**src/rtl/shiftreg_vld.sv**
```systemverilog
// Valid-qualified, clock-enabled, multi-channel delay line with runtime latency (0..MAX_SHIFT).
// Optional occupancy counter: define SHIFTREG_VLD_OCC_EN; otherwise occ_o is tied to 0.
module shiftreg_vld #(
   parameter int MAX_SHIFT = 8,
   parameter int DATA_W    = 64,
   parameter int N_CH      = 1,
   parameter     USE_SHR   = "true",
   localparam int SEL_W    = $clog2(MAX_SHIFT + 1),
   localparam int W        = N_CH * DATA_W
) (
   input  logic             clk,
   input  logic             rst,
   input  logic             ce_i,
   input  logic             flush_i,
   input  logic [SEL_W-1:0] shift_sel_i,
   input  logic             valid_i,
   input  logic [W-1:0]     data_i,
   output logic             valid_o,
   output logic [W-1:0]     data_o,
   output logic [SEL_W-1:0] occ_o,
   output logic             busy_o
);

   if (MAX_SHIFT < 1) begin : g_bad_param
      $error("shiftreg_vld: MAX_SHIFT must be >= 1");
   end

   function automatic logic [SEL_W-1:0] clamp_sel(input logic [SEL_W-1:0] s);
      return (s > SEL_W'(MAX_SHIFT)) ? SEL_W'(MAX_SHIFT) : s;
   endfunction

   logic [SEL_W-1:0]   sel_in, sel_act, sel_pend, tap_idx;
   logic [MAX_SHIFT:1] v, v_shift;
   logic [W-1:0]       tap_data;
   logic               bypass, v_tap, in_fire, live_zero, apply;

   assign sel_in  = clamp_sel(shift_sel_i);
   assign bypass  = (sel_act == '0);
   // Keep the tap index legal in bypass; the stage value is ignored then.
   assign tap_idx = bypass ? SEL_W'(1) : sel_act;
   assign v_tap   = v[tap_idx];
   assign v_shift = MAX_SHIFT'({v, valid_i});
   assign in_fire = ce_i & valid_i;

   assign busy_o  = (sel_pend != sel_act);
   assign apply   = busy_o & live_zero & ~in_fire;

   // Flush outranks a latency apply, which outranks a normal advance.
   always_ff @(posedge clk) begin
      // NOTE: sequential state uses non-blocking assignments so every flop samples pre-edge values.
      if (rst) begin
         v        <= '0;
         sel_act  <= sel_in;
         sel_pend <= sel_in;
      end else begin
         sel_pend <= sel_in;
         if (flush_i) begin
            v <= '0;
         end else if (apply) begin
            v       <= '0;
            sel_act <= sel_pend;
         end else if (ce_i) begin
            v <= v_shift;
         end
      end
   end

`ifdef SHIFTREG_VLD_OCC_EN
   logic [SEL_W-1:0] occ;

   always_ff @(posedge clk) begin
      if (rst || flush_i) begin
         occ <= '0;
      end else if (ce_i && !apply && !bypass) begin
         occ <= occ + SEL_W'(valid_i) - SEL_W'(v_tap);
      end
   end

   assign live_zero = (occ == '0);
   assign occ_o     = occ;
`else
   logic [MAX_SHIFT:1] in_range;

   always_comb begin
      // NOTE: default first so no path through this block can infer a latch.
      in_range = '0;
      for (int k = 1; k <= MAX_SHIFT; k++) begin
         in_range[k] = (SEL_W'(k) <= sel_act);
      end
   end

   assign live_zero = ~|(v & in_range);
   assign occ_o     = '0;
`endif

   if (USE_SHR == "true") begin : g_shreg
      (* shreg_extract = "yes" *) logic [W-1:0] d [1:MAX_SHIFT];

      // NOTE: data stages carry no reset; the valid bits alone qualify them, which keeps them SRL-friendly.
      always_ff @(posedge clk) begin
         if (ce_i) begin
            d[1] <= data_i;
            for (int k = 2; k <= MAX_SHIFT; k++) begin
               d[k] <= d[k-1];
            end
         end
      end

      assign tap_data = d[tap_idx];
   end else begin : g_flops
      (* shreg_extract = "no" *) logic [W-1:0] d [1:MAX_SHIFT];

      always_ff @(posedge clk) begin
         if (ce_i) begin
            d[1] <= data_i;
            for (int k = 2; k <= MAX_SHIFT; k++) begin
               d[k] <= d[k-1];
            end
         end
      end

      assign tap_data = d[tap_idx];
   end

   assign valid_o = ce_i & (bypass ? valid_i : v_tap);
   assign data_o  = bypass ? data_i : tap_data;

endmodule

```
**config.mk**
```make
export PLATFORM = sky130hd
export DESIGN_NAME = shiftreg_vld
export DESIGN_NICKNAME = d
export VERILOG_FILES = /design/src/rtl/shiftreg_vld.sv
export SDC_FILE = /design/constraint.sdc
export NUM_CORES = 1
export LEC_CHECK = 0
export ABC_AREA = 1
export BUFFER_PORTS_ARGS = -buffer_cell sky130_fd_sc_hd__buf_4
export CAP_MARGIN = 20
export CORE_UTILIZATION = 36
export DETAILED_ROUTE_END_ITERATION = 8
export GPL_TIMING_DRIVEN = 0
export SYNTH_ARGS = -nofsm -noshare
export SYNTH_HDL_FRONTEND = slang
export SYNTH_SLANG_ARGS = --single-unit
```
**constraint.sdc**
```tcl
create_clock -name clk -period 1.9 [get_ports clk]
set_input_delay 0.19 -clock clk [delete_from_list [all_inputs] [get_ports clk]]
set_output_delay 0.19 -clock clk [all_outputs]
set_load 0.005 [all_outputs]
```
# == Word-level counts from Yosys, hierarchy flattened ==
# Memories as Yosys holds them, arrays and structs flattened.
# Cells that the tools add are included.
# Widths: inputs -> output; s select.
# word_totals
ram_bits,512
inputBits,73
mem_count,1
register_bits,16
output_inout_bits,70
wordCells,39
# mem_list
memory,words,width,read_ports,rd_clocked_by_memory_dff,wr,line,rtl
g_shreg.d,8,64,8,0,8,97,"(* shreg_extract = ""yes"" *) logic [W-1:0] d [1:MAX_SHIFT];"
# classes
n_reduce_logical,6
magnitude_cmp,10
n_mux,11
bitwise,6
n_eq_ne,2
# op_table
cell,count
$mux 64,1
$mux 4,5
$le 3x4->1 const A,4
$and 8x8->8,1
$le 2x4->1 const A,2
$reduce_or 8->1,1
$lt 4x5->1 const B,1
$and 1x1->1,4
$bmux 1 s4,1
$gt 4x4->1 const B,1
$le 1x4->1 const A,1
$le 4x4->1 const A,1
$logic_not 4->1,1
$mux 1,4
$ne 4x4->1,1
$reduce_or 3->1,1
$ne 2x2->1 const B,1
$reduce_and 2->1,1
$reduce_bool 2->1,1
$logic_not 1->1,1
$not 1->1,1

# == Logic depth before layout (Yosys ltp) ==
# Gate-level depths: netlist of run 1.
# logic_depth
word_depth,9
depth_mapped,11
ltp_nobuf,8

# == Worst setup path before layout of run 1 ==
# No wires, ideal clock.
# synth_timing
path_kind,register to register
start,reg sel_act[3]
end,"reg sel_act[0], enable pin"
synth_period_minus_slack_ns,1.609
setup_ns,0.307
arrival_ns,1.301
required_ns,1.593
stages_incl_launch_ff,10
setup_slack_ns,0.291
n_path_buf,2
path_cell_list,edfxtp_1 -> buf_4 -> nor2_8 -> nand3_2 -> buf_6 -> nand2_1 -> nand2_1 -> a21oi_1 -> nand3b_1 -> nand2_1
# synth_via
elab_chain_len,8
elab_cells_between_ends,16
cone_classes,order compare: 8; eq/ne: 1; bitwise: 3; reduce/logical: 4
# synth_lines
element,line,rtl
"start, declared",32,"logic [SEL_W-1:0] sel_in, sel_act, sel_pend, tap_idx;"
"start signal, assigned",53,sel_act <= sel_in;
"start signal, assigned",61,sel_act <= sel_pend;
$le 1x4->1 (tied with other cells),88,in_range[k] = (SEL_W'(k) <= sel_act);
$and 8x8->8,92,assign live_zero = ~|(v & in_range);
$reduce_or 8->1,92,
$logic_not 1->1,92,
$and 1x1->1 * (2 in a row),46,assign apply = busy_o & live_zero & ~in_fire;
$reduce_bool 2->1 (no line) *,n/a,
$reduce_and 2->1 (no line) *,n/a,
# Mark *: on every way between the ends. The rest lies on a longest branch, timed or not.
# A chain may end at the register's enable or synchronous reset.

# == Final worst setup path of run 1 ==
# layout_timing
start,reg sel_act[3]
end,out data_o[3]
# layout_via
elab_chain_len,4
# layout_lines
element,line,rtl
$logic_not 4->1,38,assign bypass = (sel_act == '0);
$mux 4,40,assign tap_idx = bypass ? SEL_W'(1) : sel_act;
$mem_v2 8x64,n/a,
$mux 64 *,126,assign data_o = bypass ? data_i : tap_data;
"end, declared",19,"output logic [W-1:0] data_o,"
# Marks and branches as above.

==> summary.txt, run 1 <==
status: finished with violations
failing checks: hold timing, setup timing
CTS buffer count: 55
Syn Inst Count: 2143
setup_tns: -46.65 ns
post-route worst setup slack: -0.786 ns
sequential power share: 47.9%
synth unique cells: 26
power share of the combinational group: 16.5%
root buffer cell: clkbuf_16
unrepaired setup endpoints after global routing: yes
initial antenna violation count: 0
critical path class: flip-flop to output port
share of the synthesized area in the top cell type: 67.7%
Reg2Reg Setup Slack: 0.08 ns
Vias/cell: 4.82
die area: 0.0646 sq mm
vias: 16080
Power, Total: 29200 uW
Slew Limit Headroom: 54.3%
asr flop ratio synth: 0%
Hold Fails Final Rpt: 1
clock tree from TritonCTS: done
maxcap violations: 0
wire length per cell: 18.0 um
Total GRT Usage: 18.4%
remaining antenna violation count: 0
Min-Delay Path Class: input pin to flip-flop
# H-tree levels: 2
drt first pass iters: 5
leading area contributor after synthesis: edfxtp_1
later-pin clock latency in the skew report: 0.62 ns
crit path max fanout: 7
hpwl dp: 37000 um
Layout area overhead: 27.2%
flops & latches, synth: 528
Row Count: 92
slew of the pin with the lowest slew margin: 0.686 ns
number of synthesized flops with an enable pin: 516
syn avg cell area: 10.7 sq um
global-route wire length before repair: 91000 um
share of cells above drive strength 1: 22.7%
Period minus WS final: 2.69 ns
Die X: 254 um
Die H: 254 um
initial core utilization: 36.4%
leakage power: 0.0126 uW
I/O pin total: 143
grt ovf: 0
gpl congestion: 0.810
fin crit share: 141%
# port buffers: 138
switching power total: 7750 uW
WHS: -0.000972 ns
Yosys warnings: 0
CP endpoint kind: output port
core box area: 0.0630 sq mm
Pwr Density: 1000 mW/mm^2
Clock Sink Count: 528
Data arrival, critical path: 2.50 ns
sequential share of the synthesized area: 68.7%
drt total wl: 60200 um
worst vdd ir: 0.700 mV
Initial DRC Count: 1470
Max Freq: 372 MHz
DRC Markers: 0
Final setup viols: 66
top_reg_cell synth: edfxtp_1
vias in the first global route: 15832
Pint: 21400 uW
top cells by area, synth: edfxtp_1 68%, nand2_1 8.6%, inv_1 5.2%, nor2_1 3.5%, a21oi_1 2.9%
diode count: 0
Clk pwr share: 35.6%
fin. max-slew vios: 0
Clock Skews: 0.0246 ns
clk slew on worst S/H paths: 0.07 ns
mapped cell area: 0.0229 sq mm
pin count of the biggest net entering global routing: 132
Max clock buf depth: 3
crit start category: flip-flop
Req. time, crit path: 1.71 ns
Nets: 2519
Net Sw Frac: 26.6%
-- worst paths after layout --
path | from | end | cells past startpoint
max | sel_act[3]$_DFFE_PP_ | data_o[3] | 13
min | ce_i | g_shreg.d[1][9]$_DFFE_PP_ | 1
max reg2reg | sel_act[3]$_DFFE_PP_ | sel_act[2]$_DFFE_PP_ | 9
min reg2reg | g_shreg.d[5][59]$_DFFE_PP_ | g_shreg.d[6][59]$_DFFE_PP_ | 0
-- state kept, by name, indices dropped and copies added (netlist names) --
| register | count |
|---|---|
| g_shreg.d | 512 |
| sel_act | 4 |
| v | 8 |
| sel_pend | 4 |
-- Yosys cell counts, types with 2 or more instances --
master    instances
dfxtp_1          12
o21ai_1           4
nand3_1         133
nand2_2           2
xor2_1            2
edfxtp_1        516
inv_1           317
nand3b_1         15
inv_2             3
buf_1             7
o22ai_1           3
nand2_1         527
o21ai_0          63
buf_4            20
buf_6            17
clkbuf_1         25
nor2_1          213
buf_2            52
nand2_4           2
a21oi_1         133
o211ai_1         66
mux2i_1           7
-- cell type report --
type                       instances  area (sq um)
timing repair buffer             245          2360
tap                              846          1060
fill                            5821         33800
multi-input combinational       1177          6030
buffer                           119          1030
clock inverter                    29           204
clock buffer                      73          1500
inverter                         320          1210
sequential                       528         15700
-- cells in the final DEF, fill, tap and decap left out, types with 22 or more instances in the layout --
| cell type | netlist | layout |
|---|---|---|
| edfxtp_1 | 516 | 516 |
| nand2_1 | 527 | 408 |
| inv_1 | 317 | 316 |
| nor2_1 | 213 | 211 |
| buf_4 | 20 | 174 |
| nand3_1 | 133 | 112 |
| nand2_2 | 2 | 105 |
| a21oi_1 | 133 | 80 |
| dlygate4sd3_1 | 0 | 73 |
| o211ai_1 | 66 | 66 |
| o21ai_0 | 63 | 62 |
| clkbuf_16 | 0 | 62 |
| a21oi_2 | 0 | 43 |
| buf_6 | 17 | 36 |
| nand3_2 | 1 | 22 |
-- per-layer routing --
layer	up-vias	GRT usage, %	wire, um
met1	7800	24.7	25800
met3	99	2.92	3620
met4	0	6.66	1890
met2	483	30.0	28800
met5	-	0	0
li1	7698	-	-
-- cells by family after synthesis --
family,Yosys count,share of synthesized area [%]
compound gates,269,6.62
xor+xnor,2,0.0765
buf+inv,441,8.40
flops,528,68.7
mux,7,0.306
other cells,1,0.0164
simple gates,895,15.8
-- critical path, cell delays in order, from the launching register on --
cell	delay (ns)
edfxtp_1	0.40
buf_6	0.16
nor2_8	0.17
nand2_8	0.10
nand2_8	0.12
buf_6	0.14
buf_12	0.15
clkbuf_16	0.17
nand2_2	0.05
nand3_2	0.06
nand2_2	0.06
nand2_2	0.09
a21oi_4	0.08
buf_6	0.12
-- power by group through the flow --
stage               clock network [uW]  registers, uW  logic, uW
CTS                              10600          14000       4460
global route                     11000          14000       5250
floorplan                            0          14100       2030
global placement                     0          14300       3730
detailed placement                   0          14200       3790
finish                           10400          14000       4810
-- per-stage QoR --
| step | utilization, % | area [sq um] | worst slack (ns) | std cells |
|---|---|---|---|---|
| finish | 46.3 | 29100 | -0.786 | 3337 |
| global route | 46.3 | 29100 | -0.864 | 3337 |
| CTS | 45.2 | 28400 | -0.801 | 3327 |
| detailed placement | 39.9 | 25100 | -1.25 | 3134 |
| global placement | 39.7 | 25000 | -4.47 | 3130 |
| floorplan | - | 22900 | 0.291 | 2146 |
-- repair_timing --
item	in CTS	in global routing
pin swaps	45	75
cloned	5	6
endpoints found under the setup margin	74	70
hold buffers	72	1
gates resized for setup	207	160
endpoints found under the hold margin	80	2
setup buffers	15	5
Note: power is estimated with default switching activity, not from simulation.
==> inputs of run 2 (changes only) <==
--- a/config.mk
+++ b/config.mk
@@ -11,6 +11,7 @@
 export CORE_UTILIZATION = 36
 export DETAILED_ROUTE_END_ITERATION = 8
 export GPL_TIMING_DRIVEN = 0
+export REMOVE_ABC_BUFFERS = 1
 export SYNTH_ARGS = -nofsm -noshare
 export SYNTH_HDL_FRONTEND = slang
 export SYNTH_SLANG_ARGS = --single-unit
==> run 2 against run 1 <==
  * The flow finishes with violations (setup timing)
  * Power grew 5.2%
  * Register-to-register slack lost 0.58 ns
  * Core utilization up 1.5 points
  * Global-route usage is 3.0 points higher
  * Sequential power hardly changed
  * Non-clock buffer count shrank 48
  * Maximum frequency fell by 8.2%
  * Clock-buffer cell count decreased by 7
  * Wire length increased by 19%
  * Hold slack improved by 0.053 ns
  * Setup slack worse by 0.24 ns
==> summary.txt, run 2 (same netlist as run 1, synthesis figures left out) <==
Min-Delay Path Class: input pin to flip-flop
vias: 16678
DRC Markers: 0
crit-path max cell delay: 0.44 ns
Slew Limit Headroom: 52.0%
# port buffers: 138
most frequent cells in the layout: 516 x edfxtp_1, 466 x nand2_1, 305 x inv_1
Crit path top cell by count: buf_16
post-route worst setup slack: -1.03 ns
Row Count: 92
die area: 0.0646 sq mm
critical path's slowest cell: edfxtp_1
FF+latch area: 0.0157 sq mm
Nets: 2490
Clock Sink Count: 528
# H-tree levels: 2
I/O pin total: 143
Max Freq: 342 MHz
gpl congestion: 0.714
Crit path max-delay family: buffers and inverters
commonest non-fill, non-tap cell in the layout: edfxtp_1
Req. time, crit path: 1.71 ns
pin count of the biggest net entering global routing: 125
grt ovf: 0
Total GRT Usage: 21.3%
Vias/cell: 5.04
remaining antenna violation count: 0
root buffer cell: clkbuf_16
crit start category: flip-flop
global-route wire length before repair: 102000 um
Pint: 22300 uW
WHS: 0.0522 ns
Die X: 254 um
Top Registers: g_shreg.d x512, v x8
failing checks: setup timing
share of cells above drive strength 1: 21.9%
sequential power share: 45.5%
Period minus WS final: 2.93 ns
later-pin clock latency in the skew report: 0.61 ns
max reg flops: 512
hpwl dp: 30300 um
status: finished with violations
core box area: 0.0630 sq mm
Die H: 254 um
Final setup viols: 78
Hold Fails Final Rpt: 0
Multi-input gate area: 0.00623 sq mm
Layout area overhead: 31.5%
Net Sw Frac: 27.1%
Final Non-Filler Cells: 3308
fin. max-slew vios: 0
Data arrival, critical path: 2.74 ns
Clk pwr share: 36.5%
worst vdd ir: 0.771 mV
CTS buffer count: 58
Fill cells: 5603
wire length per cell: 21.6 um
crit path max fanout: 7
leakage power: 0.0129 uW
drt first pass iters: 6
Biggest register: g_shreg.d
Initial DRC Count: 1379
slew of the pin with the lowest slew margin: 0.719 ns
clk slew on worst S/H paths: 0.07 ns
worst-path cell chain: clkbuf_16, buf_12, buf_16, inv_16, buf_16, nand3_4, buf_16, buf_16, nand2_4, a21oi_2, nand2_1, inv_2, a21oi_2, buf_4
vias in the first global route: 16007
unrepaired setup endpoints after global routing: yes
critical path class: flip-flop to output port
Max clock buf depth: 3
Worst Path Buf+Inv: 9
maxcap violations: 0
Pwr Density: 1020 mW/mm^2
clock tree from TritonCTS: done
initial core utilization: 36.4%
power share of the combinational group: 18.0%
fin crit share: 154%
initial antenna violation count: 2
switching power total: 8330 uW
placed insts: 3043
CP endpoint kind: output port
Clock Skews: 0.0104 ns
drt total wl: 71400 um
-- run 2: cell types whose count changed in the layout (fill, tap and decap cells not counted), sizes merged, moves of 5 or more --
cell / change
nand2: +8
clkbuf: -34
buf: -21
nand3: +5
clkinv: +5
-- run 2: layout make-up --
type                       count  share of cell area, %
sequential                   528                   52.3
multi-input combinational   1190                   20.7
timing repair buffer         316                   13.1
clock buffer                  66                   4.99
inverter                     320                   4.12
tap                          846                   3.52
clock inverter                38                   1.14
timing repair inverter         3                  0.112
antenna                        1                0.00832
-- run 2: path summary, 6_finish.rpt --
path | depth (start not counted) | slack [ns] | endpoint | from
min | 1 | 0.05 | g_shreg.d[6][38]$_DFFE_PP_ | ce_i
min reg2reg | 0 | 0.44 | g_shreg.d[7][56]$_DFFE_PP_ | g_shreg.d[6][56]$_DFFE_PP_
max reg2reg | 13 | -0.50 | sel_act[2]$_DFFE_PP_ | sel_act[0]$_DFFE_PP_
max | 14 | -1.03 | data_o[16] | sel_act[0]$_DFFE_PP_
-- run 2: routing by layer --
layer / global-route usage [%] / routed length [um]
met1: 31.4 / 31900
met2: 32.7 / 32600
met3: 3.06 / 5120
met4: 6.20 / 1680
met5: 0 / 13
-- run 2: timing repair --
| action | CTS | global route |
|---|---|---|
| hold buffers | 72 | 0 |
| setup buffers | 35 | 10 |
| endpoints found under the hold margin | 80 | 0 |
| cloned | 31 | 13 |
| endpoints found under the setup margin | 78 | 78 |
| pin swaps | 32 | 44 |
| resized for setup | 123 | 172 |
-- run 2: metrics by stage --
step | area [sq um] | total power (uW) | utilization (%) | setup slack (ns) | setup TNS (ns)
2_1_floorplan | 22200 | 15900 | - | -3.31 | -241.15
5_1_grt | 30100 | 31800 | 47.8 | -1.16 | -76.80
6_report | 30100 | 30700 | 47.8 | -1.03 | -68.52
4_1_cts | 29100 | 30400 | 46.3 | -1.08 | -74.64
3_3_place_gp | 24300 | 17800 | 38.6 | -8.87 | -2471.01
3_5_place_dp | 25200 | 18000 | 40.0 | -2.65 | -245.46
-- run 2: power by group through the flow --
stage          sequential, uW  clock (uW)  combinational [uW]
2_1_floorplan           14200           0                1680
3_3_place_gp            14500           0                3290
3_5_place_dp            14200           0                3800
4_1_cts                 14000       11400                4990
5_1_grt                 14100       11800                5930
6_report                14000       11200                5510
-- run 2: worst register-to-register path: stages, from the launching register on --
cell and delay [ns]:
edfxtp_1 0.44, clkbuf_16 0.18, buf_12 0.13, buf_16 0.14, inv_16 0.06, buf_16 0.13, buf_12 0.13, buf_12 0.15
nand3_4 0.19, nand2_2 0.14, nand2_2 0.06, a21oi_2 0.13, nand3b_1 0.10, nand2_2 0.13
